<file path="src/rtl/temp_bcd_pkg.sv">
// -----------------------------------------------------------------------------
// temp_bcd_pkg
// Shared constants for the binary-to-BCD temperature converter:
//   - FSM state encodings (IDLE, SHIFT, DONE)
//   - iteration count of the double-dabble loop
//   - number of BCD scratch digits and the add-3 threshold
// -----------------------------------------------------------------------------
package temp_bcd_pkg;

    // FSM state encodings
    localparam logic [1:0] ST_IDLE  = 2'd0;
    localparam logic [1:0] ST_SHIFT = 2'd1;
    localparam logic [1:0] ST_DONE  = 2'd2;

    // One iteration per bit of the 8-bit operand
    localparam int         ITERATIONS     = 8;
    localparam logic [3:0] LAST_ITER      = 4'(ITERATIONS - 1);

    // Scratch holds hundreds, tens and ones
    localparam int         BCD_DIGITS     = 3;
    localparam int         BCD_W          = 4 * BCD_DIGITS;

    // A digit at or above this value overflows past 9 once doubled
    localparam logic [3:0] ADD3_THRESHOLD = 4'd5;

endpackage : temp_bcd_pkg

</file>
<file path="src/rtl/bcd_add3.sv">
// -----------------------------------------------------------------------------
// bcd_add3
// Purely combinational double-dabble digit correction: adds 3 to a BCD digit
// that is >= 5 so that the following left shift carries correctly into the
// next decimal digit.
// Ports:
//   i_digit  in   4  BCD digit before correction
//   o_digit  out  4  corrected BCD digit
// -----------------------------------------------------------------------------
module bcd_add3
    import temp_bcd_pkg::*;
(
    input  logic [3:0] i_digit,
    output logic [3:0] o_digit
);

    assign o_digit = (i_digit >= ADD3_THRESHOLD) ? i_digit + 4'd3 : i_digit;

endmodule : bcd_add3

</file>
<file path="src/rtl/temp_bcd_converter.sv">
// -----------------------------------------------------------------------------
// temp_bcd_converter
// Converts an 8-bit unsigned temperature into two packed BCD digits for the
// 7-segment display stage using a sequential double-dabble (one bit per clock).
// Values of 100 or more saturate to SAT_BCD and raise overRange.
// Ports:
//   sysCLK       in   1  system clock, rising edge
//   resetN       in   1  synchronous active-low reset
//   tempBinary   in   8  binary temperature, sampled when a start is accepted
//   start        in   1  conversion request, honoured only in IDLE
//   clear        in   1  synchronous clear of held result, aborts conversion
//   busy         out  1  conversion in progress (SHIFT or DONE)
//   done         out  1  one-cycle pulse: new result on decimalTemp
//   overRange    out  1  held result was saturated
//   decimalTemp  out  8  packed BCD {tens, ones}
//   display      out  1  display enable, high once a valid result is held
// Latency: start sampled at edge k -> done/decimalTemp valid after edge k+9.
// -----------------------------------------------------------------------------
module temp_bcd_converter
    import temp_bcd_pkg::*;
#(
    parameter logic [7:0] SAT_BCD = 8'h99
) (
    input  logic       sysCLK,
    input  logic       resetN,
    input  logic [7:0] tempBinary,
    input  logic       start,
    input  logic       clear,
    output logic       busy,
    output logic       done,
    output logic       overRange,
    output logic [7:0] decimalTemp,
    output logic       display
);

    logic [1:0]       r_state;
    logic [7:0]       r_operand;
    logic [BCD_W-1:0] r_scratch;
    logic [3:0]       r_count;
    logic             r_busy;
    logic             r_done;
    logic             r_over;
    logic [7:0]       r_decimal;
    logic             r_display;

    logic [BCD_W-1:0] w_scratch_adj;

    // One add-3 corrector per scratch digit (ones, tens, hundreds)
    for (genvar g = 0; g < BCD_DIGITS; g++) begin : g_add3
        bcd_add3 u_add3 (
            .i_digit (r_scratch[4*g +: 4]),
            .o_digit (w_scratch_adj[4*g +: 4])
        );
    end

    // NOTE: sequential state uses non-blocking (<=) so every register samples
    // the pre-edge values; blocking here would chain the shift within one edge.
    always_ff @(posedge sysCLK) begin
        if (!resetN) begin
            r_state   <= ST_IDLE;
            r_operand <= '0;
            r_scratch <= '0;
            r_count   <= '0;
            r_busy    <= 1'b0;
            r_done    <= 1'b0;
            r_over    <= 1'b0;
            r_decimal <= '0;
            r_display <= 1'b0;
        end else if (clear) begin
            // Clear aborts any conversion and discards a simultaneous start
            r_state   <= ST_IDLE;
            r_busy    <= 1'b0;
            r_done    <= 1'b0;
            r_over    <= 1'b0;
            r_decimal <= '0;
            r_display <= 1'b0;
        end else begin
            r_done <= 1'b0;
            case (r_state)
                ST_IDLE: begin
                    if (start) begin
                        r_operand <= tempBinary;
                        r_scratch <= '0;
                        r_count   <= '0;
                        r_state   <= ST_SHIFT;
                        r_busy    <= 1'b1;
                    end
                end
                ST_SHIFT: begin
                    // Correct digits first, then shift {scratch, operand} left
                    {r_scratch, r_operand} <= {w_scratch_adj[BCD_W-2:0], r_operand, 1'b0};
                    r_count <= r_count + 4'd1;
                    if (r_count == LAST_ITER) begin
                        r_state <= ST_DONE;
                    end
                end
                ST_DONE: begin
                    // Nonzero hundreds digit cannot be shown on two digits
                    if (r_scratch[11:8] != 4'd0) begin
                        r_decimal <= SAT_BCD;
                        r_over    <= 1'b1;
                    end else begin
                        r_decimal <= r_scratch[7:0];
                        r_over    <= 1'b0;
                    end
                    r_display <= 1'b1;
                    r_done    <= 1'b1;
                    r_state   <= ST_IDLE;
                    r_busy    <= 1'b0;
                end
                default: begin
                    r_state <= ST_IDLE;
                    r_busy  <= 1'b0;
                end
            endcase
        end
    end

    assign busy        = r_busy;
    assign done        = r_done;
    assign overRange   = r_over;
    assign decimalTemp = r_decimal;
    assign display     = r_display;

endmodule : temp_bcd_converter

</file>
<file path="config.mk">
export PLATFORM = sky130hd
export DESIGN_NAME = temp_bcd_converter
export DESIGN_NICKNAME = d
export VERILOG_FILES = /design/src/rtl/temp_bcd_pkg.sv /design/src/rtl/bcd_add3.sv /design/src/rtl/temp_bcd_converter.sv
export SDC_FILE = /design/constraint.sdc
export NUM_CORES = 1
export LEC_CHECK = 0
export ABC_AREA = 1
export BUFFER_PORTS_ARGS = -buffer_cell sky130_fd_sc_hd__buf_2
export CAP_MARGIN = 20
export CORE_MARGIN = 8
export CORE_UTILIZATION = 60
export DETAILED_ROUTE_END_ITERATION = 8
export PLACE_DENSITY = 0.92
export SLEW_MARGIN = 15
export SYNTH_ARGS = -nofsm -noshare
export SYNTH_HDL_FRONTEND = slang
export SYNTH_SLANG_ARGS = --single-unit
</file>
<file path="constraint.sdc">
create_clock -name sysCLK -period 3.2 [get_ports sysCLK]
set_input_delay 0.48 -clock sysCLK [delete_from_list [all_inputs] [get_ports sysCLK]]
set_output_delay 0.48 -clock sysCLK [all_outputs]
set_load 0.005 [all_outputs]
</file>
Yosys cells after proc, flatten, opt, wreduce, memory -nomap -nowiden:

Index checks and enable logic that the tools add are counted.

* bits in registers: 38
* logic and storage cells: 48

* add/subtract/negate cells: 4
* order comparisons: 3
* equality and inequality tests: 5
* multiplexer cells: 17
* bitwise operators: 3
* reductions and logical operators: 7

Operator list (count)
* 12-bit case mux with 2 select lines: 1
* 8-bit 2-to-1 mux: 2
* 8-bit case mux with 2 select lines: 1
* 4-bit by 3-bit greater-or-equal comparator with 1-bit output, second input constant: 3
* 12-bit 2-to-1 mux: 1
* 4-bit 2-to-1 mux: 3
* 4-bit by 2-bit adder with 4-bit output, second input constant: 2
* 4-bit case mux with 2 select lines: 1
* 4-bit by 1-bit adder with 4-bit output, second input constant: 1
* 4-bit by 3-bit == test with 1-bit output, second input constant: 1
* 2-bit 2-to-1 mux: 2
* 2-bit inequality test, second input constant: 2
* 2-bit case mux with 2 select lines: 1
* 2-bit AND reduction: 2
* 4-bit nonzero test: 1
* 3-bit by 2-bit adder with 3-bit output, second input constant: 1
* 1-bit 2-to-1 mux: 3
* 3-bit 2-to-1 mux: 1
* 1-bit NOT: 3
* 3-bit AND reduction: 1
* 2-bit by 1-bit == test with 1-bit output, second input constant: 1
* 2-bit == test, second input constant: 1
* 2-bit zero test: 1
* 1-bit case mux with 2 select lines: 1
* other kinds (2): 2

Longest topological paths before layout:

Gate-level depths: netlist (run 1).

* depth in word-level cells: 3
* depth in mapped cells: 9
* depth with buffers taken out: 9

Hierarchy:

Synthesis (run 1) repeated with hierarchy kept, for this count alone.

* cell total of the unflattened synthesis: 294
* area, all modules: 2000.7 µm²

Modules (own cells, without submodules)
* temp_bcd_converter: times used 1, cells an instance 225, area an instance 1595.3 µm², sequential area each 760.7 µm²
* bcd_add3: times used 3, cells an instance 23, area an instance 135.1 µm², sequential area each 0.0 µm²

Worst setup path before layout (run 1):

Ideal clock, no wire load.

* path kind: register to register
* start: reg r_scratch[0]
* end: reg r_scratch[1]
* library setup time: 142 ps
* data arrival time: 1044 ps
* required time: 3058 ps
* setup slack: 2014 ps
* cell stages (with the launch flop): 9
* clock period less this slack: 1186 ps
* cell sequence: dfxtp_1 inv_1 ha_1 inv_1 nand2_1 nand3_1 nand2_1 nand3_1 a21oi_2

* word-level cells in the longest chain between the ends: 3
* elaborated cells between the ends (all ways): 4

RTL lines
* start: declaration: line temp_bcd_converter.sv:38 `logic [BCD_W-1:0] r_scratch;`
* start signal: assignment: line temp_bcd_converter.sv:91 `{r_scratch, r_operand} <= {w_scratch_adj[BCD_W-2:0], r_operand, 1'b0};`
* 4-bit by 2-bit adder with 4-bit output or 4-bit by 3-bit greater-or-equal comparator with 1-bit output (tied branches): line bcd_add3.sv:17 `assign o_digit = (i_digit >= ADD3_THRESHOLD) ? i_digit + 4'd3 : i_digit;`
* 4-bit 2-to-1 mux *: line bcd_add3.sv:17
* 12-bit case mux with 2 select lines *: line temp_bcd_converter.sv:79 `case (r_state)`

Mark *: on every way between the ends. The rest lies on a longest branch, timed or not.
A chain may end at the register's enable or synchronous reset.

Worst setup path in the final report (run 1):

* start: reg r_state[0]
* end: reg r_count[3]

* word-level cells in the longest chain between the ends: 3
* elaborated cells between the ends (all ways): 6

RTL lines
* start: declaration: line temp_bcd_converter.sv:36 `logic [1:0] r_state;`
* start signal: assignment: line temp_bcd_converter.sv:60 `r_state <= ST_IDLE;`
* start signal: assignment: line temp_bcd_converter.sv:71 `r_state <= ST_IDLE;`
* start signal: assignment: line temp_bcd_converter.sv:85 `r_state <= ST_SHIFT;`
* 2-bit by 1-bit == test with 1-bit output or 2-bit zero test (tied branches): line temp_bcd_converter.sv:79
* 2-bit nonzero test (no source line) or 2-bit inequality test (tied branches)
* 3-bit AND reduction (no source line)
* end signal: assignment: line temp_bcd_converter.sv:92 `r_count <= r_count + 4'd1;`
* end: declaration: line temp_bcd_converter.sv:39 `logic [3:0] r_count;`

Parallel ways exist; a longest one is shown, timed or not.

==> results.yml, run 1 <==
global_routing:
  grt_use_met2: 0.239
  antenna_found_initial: 0
  grt_overflow_total: 0
  top_usage_layer: "met2"
  grt_pass1_vias: 1442
  grt.total_usage: 0.149
  grt.met3_usage: 0.0482
  grt_util_met1: 0.177
  grt_max_degree: 23
  grt_pass1_wl_mm: 6.31
die:
  die-area_um2: 5240
  io_pins: 24
  die_w_um: 72.4
  rows: 20
  die_height_um: 72.4
  core_area_um2: 3030
  start_util: 0.630
timing:
  final.setup.worst_slack_ns: 1.71
  finalHoldViolCount: 0
  period_needed_ns: 1.49
  fmax_mhz: 673
  worst_pin_slew_ns: 0.534
  relSlewSlack: 0.643
  setup_viol: 0
  final_max_slew_viol_count: 0
  rsz0062_at_grt: "false"
  clock_skew_ns: 0.0114
  min_period_over_period: 0.464
  fin_setup_tns_ns: 0
setup_path:
  worst_r2r_path_depth: 6
  crit_slowest_cell: "dfxtp_1"
  crit_type: "reg2reg"
  ff2ff_setup_slack_ns: 1.71
  crit_top_cell: "nand2_1"
  r2r-start: "r_state[0]$_SDFFE_PP0P_"
  path_delay_family: "simple AND/OR/NAND/NOR gates"
  max_stage_delay_ns: 0.52
  worst_setup_path_end_kind: "register"
  r2r_end: "r_count[3]$_SDFFE_PN0P_"
  startpoint_type: "register"
  crit_path_max_fanout: 22
  path_buf_inv: 0
  worstPathArrival_ns: 1.77
  worstPathRequired_ns: 3.49
  crit_chain: "nor2_2 -> nand2_1 -> nand2_2 -> o21ai_0 -> nand2_1 -> nor2_1"
run:
  cap_violations: 0
clocking:
  postCtsHoldBufs: 0
  cts_setup_buffers: 0
  cts_buffers: 5
  cts.sinks: 38
  cts_tree: "yes"
  htreeDepth: 2
  clock_latency_ns: 0.35
  cts_root_buffer: "clkbuf_4"
  cts.repair.resized: 0
  cts.reportedPaths.clkPinSlew_ns: 0.11
  ctsLongestPathBuffers: 2
routing:
  dr.pass1.iters: 4
  drtAntennaViolNets: 0
  viasPerCell: 5.11
  via_count: 1666
  wire_per_inst_um: 11.5
  drcViolationCount: 0
  drt_iter0_markers: 114
  routed_wl_mm: 3.74
yosys:
  syn_avg_cell_area_um2: 7.42
  synth_top_area_frac: 0.399
  synth_warnings: 0
  synthTopCellsByArea: "dfxtp_1, nand2_1, nor2_1"
  synthCells: 257
  ys_ff_latch: 38
  yosysTopAreaCell: "dfxtp_1"
  syn-num-nets: 277
  synth_area_um2: 1910
  seq_area_frac_synth: 0.399
  ys_types: 25
place:
  portBuffers: 23
  place_congestion: 0.794
  post-place-ws_ns: 1.56
  dp_hpwl_mm: 2.71
  dp_cells: 318
layout:
  layoutNonFillerInstCount: 326
  final_nets: 301
  antenna_cells: 0
  final_cell_mix: "nand2_1, dfxtp_1, nor2_1"
  fill_cells: 245
  final_common_cell: "nand2_1"
  final_core_util: 0.695
  syn2layout_area_growth_pct: 10.3
  drive_above_1_share: 0.213
worst_hold_path:
  min_to: "r_operand[0]$_SDFFE_PN0P_"
  worstHoldStart: "tempBinary[0]"
  holdPathStages: 3
  hp-class: "in2reg"
outcome:
  status: "finished, final reports clean"
power_and_ir_drop:
  p_leak_nw: 0.941
  vdd_drop_max_mv: 0.265
  power.density_nw_per_um2: 428
[kinds of logic (layout without fill, tap and decap cells)]
family,Yosys count,after routing,share of synthesized area
buffers and inverters,30,55,0.0748
adders and majority gates,8,8,0.0525
and+or+nand+nor,132,132,0.314
DFF,38,38,0.399
xor gates and xnor gates,1,1,0.00459
AOI/OAI and AO/OA,48,48,0.155
[worst register-to-register path, delay by kind of cell, from the launching register on]
kind / cells / cell delay, ns
simple gates: 5 / 0.61
flops: 1 / 0.52
compound gates: 1 / 0.31
[metal layers]
metal / part of all wire / vias to the layer above / wire [um]
met5: 0 / - / 0
met3: 0.061 / 5 / 228
met2: 0.46 / 42 / 1740
met1: 0.46 / 734 / 1720
met4: 0.014 / 0 / 53
li1: - / 885 / -
[cell type report]
type | count | area, um^2 | share of cell area
Clock buffer | 6 | 41.3 | 0.0196
Inverter | 24 | 90.1 | 0.0428
Timing Repair Buffer | 23 | 115 | 0.0547
Tap cell | 44 | 55.1 | 0.0262
Clock inverter | 2 | 37.5 | 0.0178
Multi-Input combinational cell | 189 | 1000 | 0.477
Sequential cell | 38 | 761 | 0.361
[stage by stage]
stage	instance area, um^2	power [mW]	hold WS [ns]
after global placement	2030	0.582	0.445
final	2100	0.900	0.383
after floorplan	1910	0.568	0.437
after detailed placement	2030	0.584	0.452
after CTS	2100	0.904	0.374
after global routing	2100	0.940	0.366
[worst max path at each step]
stage / start / to / slack (ns) / cells after the start
3_5_place_dp: clear / r_count[3]$_SDFFE_PN0P_ / 1.56 / 8
5_1_grt: r_state[0]$_SDFFE_PP0P_ / r_count[3]$_SDFFE_PN0P_ / 1.60 / 6
2_1_floorplan: r_scratch[0]$_SDFFE_PN0P_ / r_scratch[1]$_SDFFE_PN0P_ / 2.01 / 8
6_report: r_state[0]$_SDFFE_PP0P_ / r_count[3]$_SDFFE_PN0P_ / 1.71 / 6
3_3_place_gp: clear / r_count[3]$_SDFFE_PN0P_ / 1.66 / 8
4_1_cts: r_state[0]$_SDFFE_PP0P_ / r_count[3]$_SDFFE_PN0P_ / 1.71 / 6
[registers in the layout, summed over array words and instances (netlist names)]
| register | count |
|---|---|
| r_scratch | 12 |
| decimalTemp | 8 |
| r_operand | 8 |
| r_count | 4 |
| r_state | 2 |
| busy | 1 |
| display | 1 |
| done | 1 |
| overRange | 1 |
[report_power, final]
part | internal (mW) | leakage [nW] | switching, mW | total [mW]
clock | 0.165 | 0.0385 | 0.162 | 0.326
combinational | 0.0270 | 0.594 | 0.0516 | 0.0786
sequential | 0.486 | 0.309 | 0.00930 | 0.495
total | 0.677 | 0.941 | 0.223 | 0.900
[synth_stat cells]
| master | count |
|---|---|
| a21oi_4 | 1 |
| o21ai_1 | 3 |
| inv_2 | 6 |
| o211ai_1 | 3 |
| inv_1 | 18 |
| dfxtp_1 | 38 |
| nor3_1 | 2 |
| nor2_1 | 34 |
| nand4_1 | 6 |
| clkbuf_1 | 2 |
| nor2_8 | 1 |
| o21ai_0 | 16 |
| a21oi_1 | 14 |
| buf_6 | 4 |
| a211oi_1 | 1 |
| xor2_1 | 1 |
| a31oi_1 | 1 |
| nand2_4 | 2 |
| nand3_1 | 14 |
| nor2_4 | 2 |
| a21oi_2 | 9 |
| nor2_2 | 1 |
| ha_1 | 8 |
| nand2_2 | 8 |
| nand2_1 | 62 |
Note: power is estimated with default switching activity, not from simulation.
==> inputs of run 2 (changes only) <==
--- a/config.mk
+++ b/config.mk
@@ -5,13 +5,13 @@
 export SDC_FILE = /design/constraint.sdc
 export NUM_CORES = 1
 export LEC_CHECK = 0
-export ABC_AREA = 1
+export ABC_AREA = 0
 export BUFFER_PORTS_ARGS = -buffer_cell sky130_fd_sc_hd__buf_2
 export CAP_MARGIN = 20
 export CORE_MARGIN = 8
-export CORE_UTILIZATION = 60
+export CORE_UTILIZATION = 56
 export DETAILED_ROUTE_END_ITERATION = 8
-export PLACE_DENSITY = 0.92
+export PLACE_DENSITY = 0.88
 export SLEW_MARGIN = 15
 export SYNTH_ARGS = -nofsm -noshare
 export SYNTH_HDL_FRONTEND = slang
==> constraint.sdc (replaced) <==
create_clock -name sysCLK -period 1.4 [get_ports sysCLK]
set_input_delay 0.21 -clock sysCLK [delete_from_list [all_inputs] [get_ports sysCLK]]
set_output_delay 0.21 -clock sysCLK [all_outputs]
set_load 0.005 [all_outputs]
==> run 2 against run 1 <==
  * Sequential power up 120%
  * Setup slack got worse by 1.7 ns
  * Via count shrank 7.1%
  * Die area fell by 3.2%
  * Clock power is 71% higher
==> results.yml, run 2 <==
die:
  die_w_um: 71.2
  die-area_um2: 5070
  die_height_um: 71.2
  io_pins: 24
  rows: 20
  start_util: 0.574
  core_area_um2: 2980
global_routing:
  antenna_found_initial: 0
  grt_max_degree: 15
  grt_pass1_wl_mm: 6.60
  grt_overflow_total: 0
  grt.total_usage: 0.158
  grt_pass1_vias: 1472
power_and_ir_drop:
  vdd_drop_max_mv: 0.612
  power.density_nw_per_um2: 863
  p_leak_nw: 0.880
yosys:
  synth_warnings: 0
  synth_edf_count: 0
  synth_area_um2: 1710
  synth_flop_cell: "dfxtp_1"
  synthMostInstantiatedCell: "dfxtp_1"
  syn-num-nets: 210
  async_flop_share: 0
  syn_avg_cell_area_um2: 8.99
  yosysTopAreaCell: "dfxtp_1"
  ys_ff_latch: 38
  ys_types: 32
  synthTopCellsByCount: "dfxtp_1, nor2_1, nand2_1"
  synthTopCellsByArea: "dfxtp_1, ha_1, nor2_1"
  synthCells: 190
  seq_area_frac_synth: 0.445
  synth_top_area_frac: 0.445
layout:
  syn2layout_area_growth_pct: 23.5
  final_cell_mix: "dfxtp_1, nor2_1, buf_2"
  antenna_cells: 0
  finalInstanceArea_um2: 2110
  final_nets: 252
  top_register: "r_scratch"
  largest_reg_flops: 12
  drive_above_1_share: 0.338
  final_common_cell: "dfxtp_1"
  final_core_util: 0.708
timing:
  relSlewSlack: 0.782
  worst_pin_slew_ns: 0.327
  final_max_slew_viol_count: 0
  setup_viol: 0
  fmax_mhz: 743
  finalHoldViolCount: 0
  period_needed_ns: 1.35
  timing.hold.ws_ns: 0.125
  min_period_over_period: 0.962
  clock_skew_ns: 0.00673
routing:
  drcViolationCount: 0
  wire_per_inst_um: 15.2
  routed_wl_mm: 4.00
  drtAntennaViolNets: 0
  via_count: 1547
  dr.pass1.iters: 4
  viasPerCell: 5.86
  drt_iter0_markers: 88
place:
  portBuffers: 23
  dp_hpwl_mm: 2.88
  dpl_cell_area_um2: 1960
  place_congestion: 0.791
setup_path:
  max_stage_delay_ns: 0.37
  r2r-start: "r_scratch[4]$_SDFFE_PN0P_"
  path_depth: 5
  crit_slowest_cell: "dfxtp_4"
  worstPathArrival_ns: 1.58
  crit_chain: "buf_4 -> o21ai_0 -> xor2_1 -> nor2_1 -> a22o_1"
  startpoint_type: "register"
  worstPathRequired_ns: 1.63
  worst_r2r_path_depth: 5
  worst_setup_path_end_kind: "register"
  path_delay_family: "compound AO/OA/AOI/OAI gates"
  critPathLaunch: "r_scratch[4]$_SDFFE_PN0P_"
  path_buf_inv: 1
  crit_type: "reg2reg"
  crit_path_max_fanout: 4
clocking:
  cts_tree: "yes"
  cts_buffers: 5
  htreeDepth: 2
  cts_root_buffer: "clkbuf_4"
  clock_latency_ns: 0.34
  cts.sinks: 38
  ctsLongestPathBuffers: 2
  cts.reportedPaths.clkPinSlew_ns: 0.10
worst_hold_path:
  holdPathStages: 3
  hp-class: "in2reg"
  worstHoldStart: "tempBinary[2]"
run:
  cap_violations: 0
outcome:
  status: "finished, final reports clean"
## run 2: final timing paths
kind	slack (ns)	endpoint
hold reg to reg	0.48	r_operand[6]$_SDFFE_PN0P_
setup reg to reg	0.05	r_scratch[8]$_SDFFE_PN0P_
setup / recovery	0.05	r_scratch[8]$_SDFFE_PN0P_
hold / removal	0.12	r_operand[2]$_SDFFE_PN0P_
## run 2: timing repair
item | 4_1_cts | 5_1_grt
setup buffers | 0 | 1
hold buffers | 0 | 0
pin swaps | 1 | 7
setup endpoints to repair | 7 | 25
gates cloned | 0 | 0
resized for setup | 4 | 24
## run 2: layer usage
| metal | up-vias | global-route usage | wire length (um) |
|---|---|---|---|
| met2 | 50 | 0.248 | 1850 |
| met4 | 0 | 0.0716 | 72 |
| met1 | 728 | 0.185 | 1790 |
| met5 | - | 0 | 0 |
| li1 | 759 | - | - |
| met3 | 10 | 0.0614 | 284 |
## run 2: cell type report
cell class,instances,area (um^2)
Inverter,7,26.3
Tap cell,33,41.3
Sequential cell,38,773
Fill cell,233,868
Clock buffer,6,51.3
Timing Repair Buffer,44,273
Multi-Input combinational cell,136,945
## run 2: worst min-delay path, stage by stage
cell and delay [ns]:
buf_2 0.09, nand2_1 0.04, a311oi_1 0.07
## run 2: per-stage QoR
stage                     total power [mW]  setup slack, ns  setup TNS (ns)  instances
after detailed placement              1.28           -0.105          -0.199        257
after CTS                             1.83          0.00468               0        263
after global placement                1.28           0.0496               0        257
final                                 1.82           0.0534               0        264
after floorplan                       1.22           0.0317               0        190
after global routing                  1.88         -0.00223        -0.00223        264
## run 2: logic make-up (layout without fill, tap and decap cells)
group,count (synthesis),in the layout,share of synthesized area
and+or+nand+nor,73,73,0.217
xor gates and xnor gates,5,5,0.0256
muxes,3,3,0.0176
buffers and inverters,16,57,0.0462
DFF,38,38,0.445
AOI/OAI and AO/OA,47,47,0.190
adders and majority gates,8,8,0.0586
## run 2: report_power, final
part,internal (mW),switching (mW),total [mW]
registers,1.10,0.0127,1.11
logic,0.0649,0.0843,0.149
clock network,0.226,0.333,0.559
==> inputs of run 3 (changes only) <==
--- a/config.mk
+++ b/config.mk
@@ -6,12 +6,12 @@
 export NUM_CORES = 1
 export LEC_CHECK = 0
 export ABC_AREA = 0
-export BUFFER_PORTS_ARGS = -buffer_cell sky130_fd_sc_hd__buf_2
+export BUFFER_PORTS_ARGS = -buffer_cell sky130_fd_sc_hd__clkbuf_2
 export CAP_MARGIN = 20
 export CORE_MARGIN = 8
-export CORE_UTILIZATION = 56
+export CORE_UTILIZATION = 45
 export DETAILED_ROUTE_END_ITERATION = 8
-export PLACE_DENSITY = 0.88
+export PLACE_DENSITY = 0.75
 export SLEW_MARGIN = 15
 export SYNTH_ARGS = -nofsm -noshare
 export SYNTH_HDL_FRONTEND = slang
==> run 3 against run 2 <==
  * Sequential share of layout area is 0.60 points lower
  * Clock-buffer cell count fell by 1
  * Non-clock buffer count grew 1
  * Highest routed layer unchanged
==> results.yml, run 3 (synthesis results as in run 2) <==
power_and_ir_drop:
  seq_power_share: 0.561
  p_leak_nw: 0.885
  power.total_mw: 1.98
  p_comb_frac: 0.077
  p_clk_frac: 0.363
  power.internal_mw: 1.50
  power.density_nw_per_um2: 932
  p_sw_uw: 479
  vdd_drop_max_mv: 0.532
  swShare: 0.242
timing:
  worst_pin_slew_ns: 0.357
  final_max_slew_viol_count: 0
  min_period_over_period: 0.932
  relSlewSlack: 0.761
  rsz0062_at_grt: "false"
  fmax_mhz: 766
  clock_skew_ns: 0.00196
  period_needed_ns: 1.30
  final.setup.worst_slack_ns: 0.0953
  setup_viol: 0
  finalHoldViolCount: 0
global_routing:
  grt_pass1_wl_mm: 6.69
  antenna_found_initial: 0
  grt_max_degree: 15
  grt_overflow_total: 0
  grt.total_usage: 0.137
  grt_pass1_vias: 1460
routing:
  viasPerCell: 5.26
  drt_iter0_markers: 82
  routed_wl_mm: 3.83
  wire_per_inst_um: 13.6
  via_count: 1479
  dr.pass1.iters: 4
  drtAntennaViolNets: 0
  drcViolationCount: 0
run:
  cap_violations: 0
die:
  core_area_um2: 3660
  die-area_um2: 6020
  io_pins: 24
  die_w_um: 77.6
  rows: 22
  start_util: 0.467
  die_height_um: 77.6
outcome:
  status: "finished, final reports clean"
worst_hold_path:
  hp-class: "in2reg"
  worstHoldStart: "tempBinary[2]"
  holdPathStages: 3
  min_to: "r_operand[2]$_SDFFE_PN0P_"
place:
  post-place-ws_ns: -0.0144
  place_congestion: 0.846
  portBuffers: 23
  dpl_cell_area_um2: 2000
  dp_hpwl_mm: 2.84
setup_path:
  ff2ff_setup_slack_ns: 0.1
  crit_slowest_cell: "dfxtp_2"
  worst_r2r_path_depth: 6
  r2r_end: "r_scratch[10]$_SDFFE_PN0P_"
  max_stage_delay_ns: 0.33
  r2r-start: "r_scratch[9]$_SDFFE_PN0P_"
  worstPathRequired_ns: 1.64
  crit_chain: "inv_2 -> ha_1 -> nand2b_1 -> a21oi_2 -> mux2i_1 -> a22o_1"
  worst_setup_path_end_kind: "register"
  path_delay_family: "flip-flops"
  path_buf_inv: 1
  crit_path_max_fanout: 4
  startpoint_type: "register"
  crit_type: "reg2reg"
  worstPathArrival_ns: 1.54
clocking:
  cts_setup_buffers: 0
  ctsLongestPathBuffers: 2
  cts.sinks: 38
  cts_tree: "yes"
  cts.reportedPaths.clkPinSlew_ns: 0.07
  htreeDepth: 2
  cts_root_buffer: "clkbuf_8"
  clock_latency_ns: 0.29
  postCtsHoldBufs: 0
  cts_buffers: 5
layout:
  finalInstanceArea_um2: 2130
  final_nets: 253
  final_common_cell: "dfxtp_1"
  top_register: "r_scratch"
  final_cell_mix: "dfxtp_1, nor2_1, clkbuf_2"
  largest_reg_flops: 12
  final_core_util: 0.581
  drive_above_1_share: 0.300
  syn2layout_area_growth_pct: 24.5
  antenna_cells: 0
-- run 3: worst max-delay path by stage --
stage	cells past startpoint	slack (ns)	endpoint	startpoint
6_report	6	0.1	r_scratch[10]$_SDFFE_PN0P_	r_scratch[9]$_SDFFE_PN0P_
5_1_grt	5	0.002	r_operand[3]$_SDFFE_PN0P_	r_state[0]$_SDFFE_PP0P_
4_1_cts	6	0.03	r_scratch[10]$_SDFFE_PN0P_	r_scratch[9]$_SDFFE_PN0P_
3_5_place_dp	6	-0.01	r_scratch[10]$_SDFFE_PN0P_	r_scratch[9]$_SDFFE_PN0P_
3_3_place_gp	6	0.04	r_scratch[10]$_SDFFE_PN0P_	r_scratch[9]$_SDFFE_PN0P_
2_1_floorplan	6	0.03	r_scratch[2]$_SDFFE_PN0P_	r_scratch[1]$_SDFFE_PN0P_
-- run 3: final cells by class --
class / instances / area [um^2]
fill: 326 / 1530
multi-input combinational: 136 / 915
sequential: 38 / 767
timing repair buffer: 45 / 280
clock buffer: 5 / 68.8
tap: 48 / 60.1
inverter: 7 / 26.3
clock inverter: 2 / 10.0
-- run 3: power groups by stage --
| stage | Combinational (mW) | Sequential, mW | Clock (mW) |
|---|---|---|---|
| 2_1_floorplan | 0.0878 | 1.13 | 0 |
| 3_3_place_gp | 0.151 | 1.14 | 0 |
| 3_5_place_dp | 0.152 | 1.14 | 0 |
| 4_1_cts | 0.153 | 1.11 | 0.732 |
| 5_1_grt | 0.171 | 1.11 | 0.787 |
| 6_report | 0.152 | 1.11 | 0.719 |
-- run 3: routing by layer --
| layer | GRT usage | part of all wire |
|---|---|---|
| met1 | 0.159 | 0.46 |
| met2 | 0.217 | 0.47 |
| met3 | 0.0507 | 0.059 |
| met4 | 0.0660 | 0.013 |
| met5 | 0 | 0 |
-- run 3: stage by stage --
step / std cells / hold WS [ns] / TNS, ns
after CTS: 281 / 0.153 / 0
final: 281 / 0.157 / 0
after global placement: 274 / 0.454 / 0
after global routing: 281 / 0.176 / 0
after floorplan: 190 / 0.338 / 0
after detailed placement: 274 / 0.465 / -0.0177
-- run 3: worst reg2reg max path, cell delays in order (launching register included) --
cell	delay, ns
dfxtp_2	0.33
inv_2	0.05
ha_1	0.17
nand2b_1	0.15
a21oi_2	0.18
mux2i_1	0.22
a22o_1	0.15
-- run 3: timing repair --
| item | 4_1_cts | 5_1_grt |
|---|---|---|
| gates resized for setup | 4 | 11 |
| endpoints found under the setup margin | 6 | 7 |
| pin swaps | 0 | 5 |
